<file path="config.mk">
export PLATFORM = sky130hd
export DESIGN_NAME = axis_stepper
export DESIGN_NICKNAME = d
export VERILOG_FILES = /design/src/rtl/axis_stepper_pkg.sv /design/src/rtl/axis_step_chan.sv /design/src/rtl/axis_stepper.sv
export SDC_FILE = /design/constraint.sdc
export NUM_CORES = 1
export LEC_CHECK = 0
export CAP_MARGIN = 20
export CELL_PAD_IN_SITES_DETAIL_PLACEMENT = 1
export CELL_PAD_IN_SITES_GLOBAL_PLACEMENT = 2
export CORE_UTILIZATION = 37
export CTS_BUF_LIST = sky130_fd_sc_hd__clkbuf_4 sky130_fd_sc_hd__clkbuf_8
export CTS_CLUSTER_SIZE = 8
export DETAILED_ROUTE_END_ITERATION = 12
export GPL_TIMING_DRIVEN = 0
export PLACE_DENSITY_LB_ADDON = 0.1
export SYNTH_ARGS = -nofsm -noshare
export SYNTH_HDL_FRONTEND = slang
export SYNTH_SLANG_ARGS = --single-unit
export TNS_END_PERCENT = 5
</file>
<file path="constraint.sdc">
create_clock -name sysclk -period 2.9 [get_ports sysclk]
set_clock_uncertainty 0.1 [all_clocks]
set_input_delay 0.435 -clock sysclk [delete_from_list [all_inputs] [get_ports sysclk]]
set_output_delay 0.435 -clock sysclk [all_outputs]
set_load 0.05 [all_outputs]
</file>
<file path="src/rtl/axis_stepper_pkg.sv">
// Shared types for the axis stepper: per-axis FSM states and step directions.
package axis_stepper_pkg;

  typedef enum logic [1:0] {
    ST_IDLE   = 2'd0,
    ST_HOLD   = 2'd1,
    ST_REPEAT = 2'd2
  } step_state_e;

  typedef enum logic [1:0] {
    DIR_NONE = 2'd0,
    DIR_INC  = 2'd1,
    DIR_DEC  = 2'd2
  } step_dir_e;

  // Both buttons pressed together cancel out.
  function automatic step_dir_e decode_dir(input logic inc, input logic dec);
    if (inc && !dec) return DIR_INC;
    if (dec && !inc) return DIR_DEC;
    return DIR_NONE;
  endfunction

  function automatic int max_int(input int a, input int b);
    return (a > b) ? a : b;
  endfunction

endpackage

</file>
<file path="src/rtl/axis_step_chan.sv">
// One axis: button synchronisers, press/hold/auto-repeat FSM and the
// wrapping or clamping position register.
module axis_step_chan #(
  parameter int WIDTH        = 6,
  parameter int STEP         = 4,
  parameter int SATURATE     = 0,
  parameter int MAX_VAL      = 63,
  parameter int INIT         = 0,
  parameter int REPEAT_DELAY = 8,
  parameter int REPEAT_RATE  = 4
) (
  input  logic             sysclk,
  input  logic             Reset_n,
  input  logic             clr,
  input  logic             inc_raw,
  input  logic             dec_raw,
  output logic [WIDTH-1:0] pos,
  output logic             step_pulse,
  output logic             at_min,
  output logic             at_max
);
  import axis_stepper_pkg::*;

  localparam int CNT_W = $clog2(max_int(REPEAT_DELAY, REPEAT_RATE) + 1);
  localparam logic [CNT_W-1:0] HOLD_LAST = CNT_W'(REPEAT_DELAY - 1);
  localparam logic [CNT_W-1:0] RATE_LAST = CNT_W'(REPEAT_RATE - 1);
  localparam logic [WIDTH:0]   STEP_W    = (WIDTH + 1)'(STEP);
  localparam logic [WIDTH:0]   MAX_W     = (WIDTH + 1)'(MAX_VAL);
  localparam logic [WIDTH-1:0] INIT_W    = WIDTH'(INIT);

  logic inc_meta, inc_sync, dec_meta, dec_sync;

  // NOTE: non-blocking assignments on every flop so the two synchroniser
  // stages shift together instead of collapsing into one within a cycle.
  // Clear leaves the synchroniser alone so a held button re-presses after it.
  always_ff @(posedge sysclk or negedge Reset_n) begin
    if (!Reset_n) begin
      inc_meta <= 1'b0;
      inc_sync <= 1'b0;
      dec_meta <= 1'b0;
      dec_sync <= 1'b0;
    end else begin
      inc_meta <= inc_raw;
      inc_sync <= inc_meta;
      dec_meta <= dec_raw;
      dec_sync <= dec_meta;
    end
  end

  step_state_e      state;
  step_dir_e        dir, latched_dir;
  logic [CNT_W-1:0] cnt, cnt_last;
  logic [WIDTH:0]   sum, diff;
  logic [WIDTH-1:0] step_pos;
  logic             pos_changes;

  assign dir      = decode_dir(inc_sync, dec_sync);
  assign cnt_last = (state == ST_HOLD) ? HOLD_LAST : RATE_LAST;

  // NOTE: every output of this block gets a default first, so no latch.
  // The extra top bit of sum/diff is the overflow/borrow used for clamping.
  always_comb begin
    sum      = {1'b0, pos} + STEP_W;
    diff     = {1'b0, pos} - STEP_W;
    step_pos = pos;
    case (dir)
      DIR_INC: step_pos = (SATURATE != 0 && sum > MAX_W) ? MAX_W[WIDTH-1:0] : sum[WIDTH-1:0];
      DIR_DEC: step_pos = (SATURATE != 0 && diff[WIDTH]) ? '0 : diff[WIDTH-1:0];
      default: step_pos = pos;
    endcase
    pos_changes = (step_pos != pos);
  end

  always_ff @(posedge sysclk or negedge Reset_n) begin
    if (!Reset_n) begin
      state       <= ST_IDLE;
      latched_dir <= DIR_NONE;
      cnt         <= '0;
      pos         <= INIT_W;
      step_pulse  <= 1'b0;
    end else if (clr) begin
      state       <= ST_IDLE;
      latched_dir <= DIR_NONE;
      cnt         <= '0;
      pos         <= INIT_W;
      step_pulse  <= 1'b0;
    end else begin
      step_pulse <= 1'b0;
      case (state)
        ST_IDLE: begin
          if (dir != DIR_NONE) begin
            pos         <= step_pos;
            step_pulse  <= pos_changes;
            latched_dir <= dir;
            cnt         <= '0;
            state       <= ST_HOLD;
          end
        end
        ST_HOLD, ST_REPEAT: begin
          if (dir == DIR_NONE) begin
            cnt   <= '0;
            state <= ST_IDLE;
          end else if (dir != latched_dir) begin
            pos         <= step_pos;
            step_pulse  <= pos_changes;
            latched_dir <= dir;
            cnt         <= '0;
            state       <= ST_HOLD;
          end else if (cnt == cnt_last) begin
            pos        <= step_pos;
            step_pulse <= pos_changes;
            cnt        <= '0;
            state      <= ST_REPEAT;
          end else begin
            cnt <= cnt + CNT_W'(1);
          end
        end
        default: state <= ST_IDLE;
      endcase
    end
  end

  assign at_min = (pos == '0);
  assign at_max = (pos == MAX_W[WIDTH-1:0]);

endmodule

</file>
<file path="src/rtl/axis_stepper.sv">
// Multi-axis button stepper: one independent axis_step_chan per axis.
module axis_stepper #(
  parameter int N_AXES       = 2,
  parameter int WIDTH        = 6,
  parameter int STEP         = 4,
  parameter int SATURATE     = 0,
  parameter int MAX_VAL      = 2**WIDTH - 1,
  parameter int INIT         = 0,
  parameter int REPEAT_DELAY = 8,
  parameter int REPEAT_RATE  = 4
) (
  input  logic                    sysclk,
  input  logic                    Reset_n,
  input  logic                    Clr,
  input  logic [N_AXES-1:0]       Bt_Inc,
  input  logic [N_AXES-1:0]       Bt_Dec,
  output logic [N_AXES*WIDTH-1:0] Pos,
  output logic [N_AXES-1:0]       Step_Pulse,
  output logic [N_AXES-1:0]       At_Min,
  output logic [N_AXES-1:0]       At_Max
);

  for (genvar i = 0; i < N_AXES; i++) begin : g_axis
    axis_step_chan #(
      .WIDTH       (WIDTH),
      .STEP        (STEP),
      .SATURATE    (SATURATE),
      .MAX_VAL     (MAX_VAL),
      .INIT        (INIT),
      .REPEAT_DELAY(REPEAT_DELAY),
      .REPEAT_RATE (REPEAT_RATE)
    ) u_chan (
      .sysclk    (sysclk),
      .Reset_n   (Reset_n),
      .clr       (Clr),
      .inc_raw   (Bt_Inc[i]),
      .dec_raw   (Bt_Dec[i]),
      .pos       (Pos[i*WIDTH +: WIDTH]),
      .step_pulse(Step_Pulse[i]),
      .at_min    (At_Min[i]),
      .at_max    (At_Max[i])
    );
  end

endmodule

</file>
==> reports/results.txt, run 1 <==
Synth Register Bits = 34
main flop type after synthesis = dfrtp_1
setup_tns = 0 ns
Yosys cell types = 42
CTS max path bufs = 2
MaxCap Viol Count = 0
WL met2 = 2090 µm
Crit Path Max Fanout = 6
combinational power share = 42.8%
CTS root buf = clkbuf_8
via count = 1657
crit path launch type = flop
RSZ-0062 raised after global routing = no
hold-fix buffers at CTS = 0
cts repair resizes = 0
Max stage delay on crit path = 0.78 ns
Syn Inst Count = 216
vias in the first global route = 1647
number of DRC markers in iteration 0 = 58
Sw Share = 39.7%
Worst Path Class, Setup = flop to output pin
Seq/Total Area, Yosys = 39.4%
power per cell area = 718 nW/µm²
fmax = 373 MHz
I/O pins = 25
dpl cell area = 2440 µm²
antenna cells = 0
Worst Path Arrival = 2.14 ns
core area = 5570 µm²
Peak VDD IR = 0.428 mV
metal1 wirelength = 2310 µm
Skew-Pair Late Insertion Delay = 0.29 ns
Chip Width = 78.4 µm
worst reg-to-reg setup slack = 0.38 ns
Critical Path End Type = output pin
overall power = 1.83 mW
CTS tree = built
Nets = 269
asr flop ratio synth = 100%
full die area = 6140 µm²
NetSw = 728 µW
met3 wire len = 169 µm
most common cell after layout, fill and taps aside = dfrtp_1
row count = 27
HP Class = input pin to asynchronous set/reset pin
Port Buffer Count = 18
Pins Over Slew Limit = 0
internal power = 1.10 mW
dpl hpwl = 3290 µm
post-CTS setup repair buffer count = 0
clk sinks = 34
Cell Chain, Critical Path = or2_2, nor3_1, buf_4, clkdlybuf4s50_1
uppermost layer routed = met4
Clock transition at path regs = 0.08 ns
Slew HR = 46.5%
CP delay by family, top = buffers and inverters
Buf+Inv Stages, Crit Path = 2
WL final = 4620 µm
post-route cell area = 2550 µm²
status = completed
share of cells above drive strength 1 = 16.2%
drt drc = 0
Mapped Avg Cell Area = 9.99 µm²
post-layout minimum cycle time = 2.68 ns
Post-synth EDFFs = 0
die height = 78.4 µm
RD Place Congestion = 0.763
global-route wire length before repair = 8100 µm
LEAKAGE = 1.16 nW
initial antenna violation count = 0
Area growth syn-to-layout = 18.2%
pin count of the biggest net entering global routing = 35
Vias/cell = 5.19
Post-Syn Area = 2160 µm²
Total Routing Usage GR = 17.2%
Synthesis Warnings = 0
commonest non-fill, non-tap cells in the layout = dfrtp_1 (34), clkdlybuf4s50_1 (17), ha_1 (16)
power share of the sequential group = 33.0%
H-tree Lvls = 2
Final ANT Viol Nets = 0
final cell count without fillers = 319
total gr overflow = 0
Fin. Hold Viols = 0
initial core utilization = 38.7%
CP max-delay cell = clkdlybuf4s50_1
WL/cell = 14.5 µm
Finish-stage setup viols = 0
worst-margin pin slew = 0.803 ns
Clock Power Share = 24.2%
CTS Buf Count = 5
Worst EP required = 2.37 ns
final worst-path cycle share = 92.4%
DP Cell Count = 311
Pre-antenna DRT Iters = 4
## logic make-up after synthesis
group,share of synthesized area [%]
xor gates and xnor gates,6.43
other,0.174
buffers and inverters,6.61
adders and majority gates,9.28
AOI/OAI and AO/OA,15.8
DFF,39.4
muxes,4.52
and+or+nand+nor,17.7
## worst register-to-register path: cells and delay by family (launching register included)
| kind | cells | cell delay, ns |
|---|---|---|
| multiplexers | 1 | 0.36 |
| AO/OA/AOI/OAI | 2 | 0.81 |
| AND/OR/NAND/NOR | 1 | 0.31 |
| buffers and inverters | 1 | 0.06 |
| flip-flops | 1 | 0.41 |
| adder cells (fa/ha/maj) | 1 | 0.36 |
## layout make-up
cell class,count,area [µm²]
clock inverter,3,40.0
inverter,12,45.0
buffer,14,97.6
clock buffer,5,68.8
fill,661,3020
tap,72,90.1
multi-input combinational,161,1180
sequential,34,851
timing repair buffer,18,175
## stage by stage
step	setup WS [ns]	hold WS, ns	utilization [%]
CTS	0.206	0.160	45.8
global route	0.0710	0.197	45.8
detailed placement	0.230	0.237	43.8
finish	0.221	0.126	45.8
floorplan	0.749	0.0394	-
global placement	0.238	0.233	43.9
## registers in the layout, summed over array words and instances, names as in the netlist
register,flops
g_axis.u_chan.dec_sync,2
g_axis.u_chan.dec_meta,2
g_axis.u_chan.latched_dir,4
g_axis.u_chan.cnt,8
g_axis.u_chan.inc_meta,2
g_axis.u_chan.step_pulse,2
g_axis.u_chan.pos,8
g_axis.u_chan.inc_sync,2
g_axis.u_chan.state,4
## synthesized netlist by cell type (all sizes together) (3+ instances only)
library cell | n | area (µm²)
a22o | 5 | 43.8
dfrtp | 34 | 851
nand3 | 6 | 30.0
nor4 | 5 | 46.3
inv | 12 | 45.0
mux2 | 6 | 67.6
nor3 | 6 | 30.0
mux2i | 3 | 30.0
nor2b | 8 | 50.1
xnor2 | 5 | 51.3
nor2 | 6 | 22.5
a21oi | 14 | 70.1
nand4 | 4 | 25.0
o2111a | 3 | 42.5
nand2 | 13 | 48.8
ha | 16 | 200
o211ai | 4 | 30.0
buf | 12 | 90.1
xor2 | 10 | 87.6
or2 | 4 | 25.0
o21ai | 10 | 50.1
nand2b | 7 | 43.8
## per-layer routing
metal / track usage, % / vias up
met2: 26.5 / 29
met4: 4.44 / 0
met1: 24.3 / 814
met5: 0 / -
li1: - / 809
met3: 3.84 / 5
## path summary, 6_finish.rpt
check                                               start                         endpoint  cells after the start
max in group asynchronous                         Reset_n        g_axis[1].u_chan.state[1]                      1
worst max-delay path              g_axis[0].u_chan.pos[4]                        At_Min[0]                      4
min in group sysclk             g_axis[1].u_chan.inc_meta        g_axis[1].u_chan.inc_sync                      0
worst min register to register  g_axis[1].u_chan.inc_meta        g_axis[1].u_chan.inc_sync                      0
worst min-delay path                              Reset_n          g_axis[0].u_chan.pos[5]                      1
worst max register to register  g_axis[0].u_chan.state[0]  g_axis[0].u_chan.latched_dir[1]                      6
## power by group through the flow
| stage | sequential, mW | clock, mW | combinational, mW |
|---|---|---|---|
| after CTS | 0.606 | 0.458 | 0.793 |
| after floorplan | 0.680 | 0 | 0.517 |
| after detailed placement | 0.614 | 0 | 0.790 |
| after global routing | 0.619 | 0.475 | 0.862 |
| final | 0.605 | 0.443 | 0.785 |
| after global placement | 0.612 | 0 | 0.787 |
Note: power is estimated with default switching activity, not from simulation.
==> run 2, diff against run 1 <==
--- a/config.mk
+++ b/config.mk
@@ -13,6 +13,7 @@
 export CTS_CLUSTER_SIZE = 8
 export DETAILED_ROUTE_END_ITERATION = 12
 export GPL_TIMING_DRIVEN = 0
+export MAX_ROUTING_LAYER = met4
 export PLACE_DENSITY_LB_ADDON = 0.1
 export SYNTH_ARGS = -nofsm -noshare
 export SYNTH_HDL_FRONTEND = slang
==> run 2 against run 1 <==
Critical endpoint unchanged. Sequential share of layout area did not move. Non-clock buffer count did not move. Final area did not move. Count of clock-buffer cells in the layout did not move. First-iteration DRC count fell by 5.2%. Global-route usage rose by 0.51 points. Die area did not move.
==> reports/results.txt, run 2 (synthesis results as in run 1) <==
status = completed
Port Buffer Count = 18 (unchanged)
setup_tns = 0 ns (unchanged)
fmax = 373 MHz (about the same)
I/O pins = 25 (unchanged)
clk sinks = 34 (unchanged)
H-tree Lvls = 2 (unchanged)
CTS root buf = clkbuf_8
HP Class = input pin to asynchronous set/reset pin
core area = 5570 µm² (unchanged)
Worst EP required = 2.37 ns (about the same)
antenna cells = 0 (unchanged)
WL/cell = 14.5 µm (unchanged)
number of DRC markers in iteration 0 = 55 (-5.2%)
dpl cell area = 2440 µm² (unchanged)
worst reg-to-reg setup slack = 0.39 ns (about the same)
Critical Path Sink = At_Min[0]
WL final = 4620 µm (unchanged)
Skew-Pair Late Insertion Delay = 0.29 ns (about the same)
Total Routing Usage GR = 17.7% (+0.51 points)
via count = 1653 (-0.24%)
Area growth syn-to-layout = 18.2% (unchanged)
Worst R2R Start = g_axis[0].u_chan.state[0]
power per cell area = 718 nW/µm² (about the same)
global-route wire length before repair = 8130 µm (+0.35%)
CTS Buf Count = 5 (unchanged)
commonest non-fill, non-tap cells in the layout = dfrtp_1 (34), clkdlybuf4s50_1 (17), ha_1 (16)
post-route cell area = 2550 µm² (unchanged)
initial core utilization = 38.7% (unchanged)
die height = 78.4 µm (unchanged)
register area = 851 µm² (unchanged)
dpl hpwl = 3290 µm (unchanged)
Pins Over Slew Limit = 0 (unchanged)
Worst Path Arrival = 2.14 ns (about the same)
Clock transition at path regs = 0.08 ns (about the same)
LEAKAGE = 1.16 nW (unchanged)
vias in the first global route = 1645 (-0.12%)
hold-fix buffers at CTS = 0 (unchanged)
top flop regs = g_axis.u_chan.cnt: 8 flops, g_axis.u_chan.pos: 8 flops
most common cell after layout, fill and taps aside = dfrtp_1
MaxCap Viol Count = 0 (unchanged)
total gr overflow = 0 (unchanged)
Vias/cell = 5.18 (-0.24%)
worst-margin pin slew = 0.803 ns (-0.000331 ns)
pin count of the biggest net entering global routing = 35 (unchanged)
multi-input logic area = 1180 µm² (unchanged)
Peak VDD IR = 0.428 mV (about the same)
Chip Width = 78.4 µm (unchanged)
post-layout minimum cycle time = 2.68 ns (-0.000807 ns)
RSZ-0062 raised after global routing = no
crit path launch type = flop
Nets = 269 (unchanged)
Final ANT Viol Nets = 0 (unchanged)
Worst setup startpoint = g_axis[0].u_chan.pos[4]
Slew HR = 46.5% (about the same)
RD Place Congestion = 0.773 (+1.3%)
fill count = 661 (unchanged)
Finish-stage setup viols = 0 (unchanged)
Worst Path Class, Setup = flop to output pin
Pre-antenna DRT Iters = 4 (unchanged)
drt drc = 0 (unchanged)
Fin. Hold Viols = 0 (unchanged)
cts repair resizes = 0 (unchanged)
CTS max path bufs = 2 (unchanged)
full die area = 6140 µm² (unchanged)
post-CTS setup repair buffer count = 0 (unchanged)
reg-to-reg endpoint = g_axis[0].u_chan.latched_dir[1]
initial antenna violation count = 0 (unchanged)
row count = 27 (unchanged)
final worst-path cycle share = 92.4% (about the same)
Crit Path Max Fanout = 6 (unchanged)
CTS tree = built
Critical Path End Type = output pin
share of cells above drive strength 1 = 16.2% (unchanged)
worst-case reg-to-reg path depth = 6 (unchanged)
-- run 2: cell counts in the layout (fill, tap and decap cells not counted) --
No cell type changed its count.
-- run 2: final cells by class --
| cell class | count | share of cell area (%) |
|---|---|---|
| clock inverters | 3 | 1.57 |
| repair buffers | 18 | 6.87 |
| inverters | 12 | 1.77 |
| plain buffers | 14 | 3.83 |
| flip-flops and latches | 34 | 33.3 |
| clock buffers | 5 | 2.70 |
| well taps | 72 | 3.53 |
| multi-input cells | 161 | 46.4 |
-- run 2: through the flow --
stage	utilization (%)	std cells	power [mW]	worst slack (ns)	hold WS (ns)
finish	45.8	319	1.83	0.221	0.128
global placement	43.9	311	1.40	0.238	0.233
detailed placement	43.8	311	1.40	0.230	0.237
global route	45.8	319	1.96	0.0710	0.197
floorplan	-	221	1.20	0.749	0.0394
CTS	45.8	319	1.86	0.206	0.160
-- run 2: power by group --
part	switching, mW	internal, mW
clock network	0.188	0.253
registers	0.0735	0.532
logic	0.466	0.319
total	0.728	1.10
-- run 2: metal layers --
layer	GRT usage [%]	up-vias	part of all wire, %
met4	4.44	0	0.95
met1	24.4	815	51
li1	-	808	-
met2	26.4	26	45
met3	3.84	4	3.2
met5	-	-	0
-- run 2: how the worst min path moves through the flow --
stage	to	slack, ns	cells past startpoint
after floorplan	g_axis[0].u_chan.cnt[0]	0.04	0
after global placement	g_axis[1].u_chan.dec_sync	0.23	0
after detailed placement	g_axis[1].u_chan.inc_sync	0.24	0
after CTS	g_axis[0].u_chan.pos[5]	0.16	1
after global routing	g_axis[0].u_chan.pos[5]	0.20	1
final	g_axis[0].u_chan.pos[5]	0.13	1
-- run 2: worst max-delay path: stages, from the launching register on --
cell and delay (ns):
dfrtp_1 0.45, or2_2 0.33, nor3_1 0.16, buf_4 0.13, clkdlybuf4s50_1 0.78
==> RTL change 1: new RTL, flow settings as in run 1 <==
Re-encode `step_dir_e` (3 values) as one-hot, 3 bits wide.
--- a/src/rtl/axis_stepper_pkg.sv
+++ b/src/rtl/axis_stepper_pkg.sv
@@ -7,10 +7,10 @@
     ST_REPEAT = 2'd2
   } step_state_e;
 
-  typedef enum logic [1:0] {
-    DIR_NONE = 2'd0,
-    DIR_INC  = 2'd1,
-    DIR_DEC  = 2'd2
+  typedef enum logic [2:0] {
+    DIR_NONE = 3'b001,
+    DIR_INC  = 3'b010,
+    DIR_DEC  = 3'b100
   } step_dir_e;
 
   // Both buttons pressed together cancel out.
Function: same outputs for any inputs over 4 cycles, from zero or initial values and one cycle with Reset_n low; so few cycles prove little.
==> RTL change 1 against run 1 <==
- sequential power is 2% lower
- cell area is 4.2% higher
- global-route usage is 1.4 points lower
- final cell count is 1.3% higher
- worst setup slack worse by 4.1 ps
- area after synthesis is 5.5% higher
- routed wire length is 0.93% lower
- non-clock buffer count is 3 higher
- critical path type unchanged
- largest power group is now sequential cells
- sequential cell count is 2 higher
- clock power is 15% lower
- die area is 5.4% higher
- critical path depth stayed put
- total power is 17% lower
==> RTL change 1: results (changes against run 1) <==
metric	value	unit	change
signal_buffers	35		was 32
synth_commonest_cells	34 x dfrtp_1, 16 x ha_1, 13 x inv_1		was 34 x dfrtp_1, 16 x ha_1, 14 x a21oi_1
grt.met3_usage	3.75	%	was 3.84%
wire_per_inst	14.2	um	was 14.5 um
synth_xor_area_share	5.60	%	was 6.43%
buffer_area_share	11.4	%	was 10.7%
highest_layer	met4		unchanged
synth_seq_area_share	39.7	%	was 39.4%
seq_share	34.0	%	was 33.3%
peakVddDrop	0.000297	V	was 0.000428 V
leakage	1.21	nW	was 1.16 nW
r2r_setup_slack	690	ps	was 380 ps
power_frac_clock	24.5	%	was 24.2%
dr_wl_met3	115	um	was 169 um
yosysUniqueCellTypes	61		was 42
timing.rr.start	g_axis[0].u_chan.dec_sync		was g_axis[0].u_chan.state[0]
worstSetupEndpoint	At_Min[1]		was At_Min[0]
grt_pass1_wl	7.67	mm	was 8.10 mm
yosysWarnings	0		unchanged
cp.arrival	2150	ps	
fin_hold_ws	133	ps	was 126 ps
place_hpwl	3.35	mm	was 3.29 mm
postCtsSetupBuffers	0		unchanged
clockBufferCount	6		was 5
drtIter0Drc	11		was 58
rr_endpoint	g_axis[0].u_chan.latched_dir[2]		was g_axis[0].u_chan.latched_dir[1]
reg_top3	g_axis.u_chan.cnt (8), g_axis.u_chan.pos (8), g_axis.u_chan.latched_dir (6)		was g_axis.u_chan.cnt (8), g_axis.u_chan.pos (8)
wl_met2	2.32	mm	was 2.09 mm
switching_share	37.0	%	was 39.7%
synth_mux_area_share	5.55	%	was 4.52%
status	finished, final reports clean		unchanged
port_buffers	18		unchanged
grt_max_degree	37		was 35
synth_fa_ha_area_share	8.79	%	was 9.28%
num-multi-input-gates	156		was 161
cts.sink_count	36		was 34
clock_cell_area_share	3.48	%	was 4.27%
synth_compound_area_share	14.5	%	was 15.8%
fillers	668		was 661
nNonClkInverters	13		was 12
multi_input_area	0.00121	sq mm	was 0.00118 sq mm
tightest_slew	824	ps	was 803 ps
met2_usage	27.6	%	was 26.5%
netlist_top_cells_area	dfrtp_1 37%, ha_1 8.8%, buf_4 3.6%		was dfrtp_1 39%, ha_1 9.3%, buf_4 4.2%
p_comb_share	36.6	%	was 42.8%
drive_gt1_share	18.5	%	was 16.2%
diodes	0		unchanged
use_met1	18.7	%	was 24.3%
grtUsageTotal	15.8	%	was 17.2%
cp-startpoint	g_axis[1].u_chan.pos[3]		was g_axis[0].u_chan.pos[4]
nets	270		was 269
drt-met1-wl	2.08	mm	was 2.31 mm
place_congestion	0.720		was 0.763
cts_root_buf	clkbuf_8		unchanged
via_count	1616		was 1657
clk_latency	290	ps	about the same
## RTL change 1: cell count changes after synthesis, sizes merged, moves of 3 or more
cell | before | now
nor2 | 6 | 12
a31oi | 0 | 3
nand4 | 4 | 0
a21oi | 14 | 11
or3 | 1 | 5
nor4 | 5 | 2
buf | 12 | 16
a22o | 5 | 2
o21ai | 10 | 3
nand2 | 13 | 7
o2111a | 3 | 0
o211ai | 4 | 0
## RTL change 1: critical path, stage by stage, from the launching register on
cell and delay (ps):
dfrtp_1 450, or3_1 410, nor2_1 110, buf_4 110, clkdlybuf4s50_1 780
## RTL change 1: through the flow
stage	power [mW]	worst slack [ps]	area [sq um]	util, %	instances
after floorplan	1.02	863	2300	-	222
after global placement	1.16	345	2570	43.4	315
after detailed placement	1.17	477	2560	43.3	315
after CTS	1.56	178	2660	44.9	323
after global routing	1.62	84.8	2660	44.9	323
final	1.53	216	2660	44.9	323
==> RTL change 2: new RTL, flow settings as in run 1 <==
Without the edit above. Set the parameter `N_AXES` to 4 (it was 2).
--- a/src/rtl/axis_stepper.sv
+++ b/src/rtl/axis_stepper.sv
@@ -1,6 +1,6 @@
 // Multi-axis button stepper: one independent axis_step_chan per axis.
 module axis_stepper #(
-  parameter int N_AXES       = 2,
+  parameter int N_AXES       = 4,
   parameter int WIDTH        = 6,
   parameter int STEP         = 4,
   parameter int SATURATE     = 0,
Ports: changed (6 resized); port bits go from 25 to 47. No check against the original RTL was run, so the function may have changed too.
==> RTL change 2 against run 1 <==
- critical path depth shrank 1
- hold slack gained 120 ps
- clock power grew 74%
- area after synthesis grew 90%
- critical endpoint is now At_Min[2]
- cell area grew 92%
- total power grew 56%
- largest power group is now sequential cells
- sequential cell count grew 34
- routed wire length grew 97%
- global-route usage grew 0.25 points
- register-to-register slack gained 230 ps
- worst setup slack gained 62 ps
==> RTL change 2: results (changes against run 1) <==
metric	value	unit	change
dp.cells	593		was 311
worstSetupEndpoint	At_Min[2]		was At_Min[0]
drive_gt1_share	13.6	%	was 16.2%
place_congestion	0.740		was 0.763
dr_wl_met3	225	um	was 169 um
grtUsageTotal	17.4	%	was 17.2%
rr_endpoint	g_axis[3].u_chan.state[0]		was g_axis[0].u_chan.latched_dir[1]
critPathMaxFanout	8		was 6
layout.cells.non_filler	609		was 319
nets	508		was 269
via_count	3156		was 1657
grt_max_degree	44		was 35
drt-met1-wl	4.31	mm	was 2.31 mm
netlist_top_cells_area	dfrtp_1 41%, ha_1 9.7%, buf_4 4.2%		was dfrtp_1 39%, ha_1 9.3%, buf_4 4.2%
r2r_setup_slack	610	ps	was 380 ps
h-tree-depth	3		was 2
relSlewSlack	53.6	%	was 46.5%
status	finished, final reports clean		unchanged
peakVddDrop	0.000234	V	was 0.000428 V
final_area	0.00489	sq mm	was 0.00255 sq mm
leakage	2.25	nW	was 1.16 nW
wl	9.10	mm	was 4.62 mm
drtIter0Drc	71		was 58
clock.fmax	382	MHz	was 373 MHz
grt_pass1_vias	3139		was 1647
cp-startpoint	g_axis[2].u_chan.pos[3]		was g_axis[0].u_chan.pos[4]
dp_slack	241	ps	was 230 ps
hold_class	flop to flop		was input port to asynchronous set/reset pin
post_dp_cell_area	0.00469	sq mm	was 0.00244 sq mm
grt_pass1_wl	15.4	mm	was 8.10 mm
switching_share	36.6	%	was 39.7%
[RTL change 2: worst max-delay path, delay by kind of cell, from the launching register on]
family	cells	cell delay (ps)
flops	1	480
simple gates	1	310
buf+inv	2	940
[RTL change 2: power groups by stage]
| stage | Clock (mW) | Sequential, mW | Combinational, mW |
|---|---|---|---|
| 2_1_floorplan | 0 | 1.22 | 0.617 |
| 3_3_place_gp | 0 | 1.13 | 0.969 |
| 3_5_place_dp | 0 | 1.13 | 0.990 |
| 4_1_cts | 0.806 | 1.11 | 0.995 |
| 5_1_grt | 0.835 | 1.13 | 1.07 |
| 6_report | 0.770 | 1.11 | 0.985 |
[RTL change 2: routing by layer]
| metal | track usage, % | vias to the layer above |
|---|---|---|
| met1 | 21.9 | 1563 |
| met2 | 28.9 | 44 |
| met3 | 2.78 | 13 |
| met5 | 0 | - |
| li1 | - | 1536 |
| met4 | 9.00 | 0 |
[RTL change 2: kinds of logic after synthesis]
group | Yosys count | share of synthesized area (%)
xor gates and xnor gates | 23 | 5.54
other | 1 | 0.0912
adders and majority gates | 32 | 9.74
buffers and inverters | 51 | 6.97
muxes | 16 | 4.08
and+or+nand+nor | 121 | 16.5
DFF | 68 | 41.4
AOI/OAI and AO/OA | 95 | 15.7
[RTL change 2: cell type report]
class	count	share of cell area, %
Clock inverter	1	0.102
Inverter	19	1.46
Buffer	32	4.40
Clock buffer	14	3.81
Timing Repair Buffer	36	7.67
Sequential cell	68	34.8
Tap cell	140	3.58
Multi-Input combinational cell	299	44.2
[RTL change 2: what timing repair did]
| action | in CTS | in global routing |
|---|---|---|
| hold buffers | 1 | 0 |
| endpoints found under the setup margin | 0 | 0 |
| endpoints found under the hold margin | 25 | 0 |
| gates resized for setup | 0 | 0 |
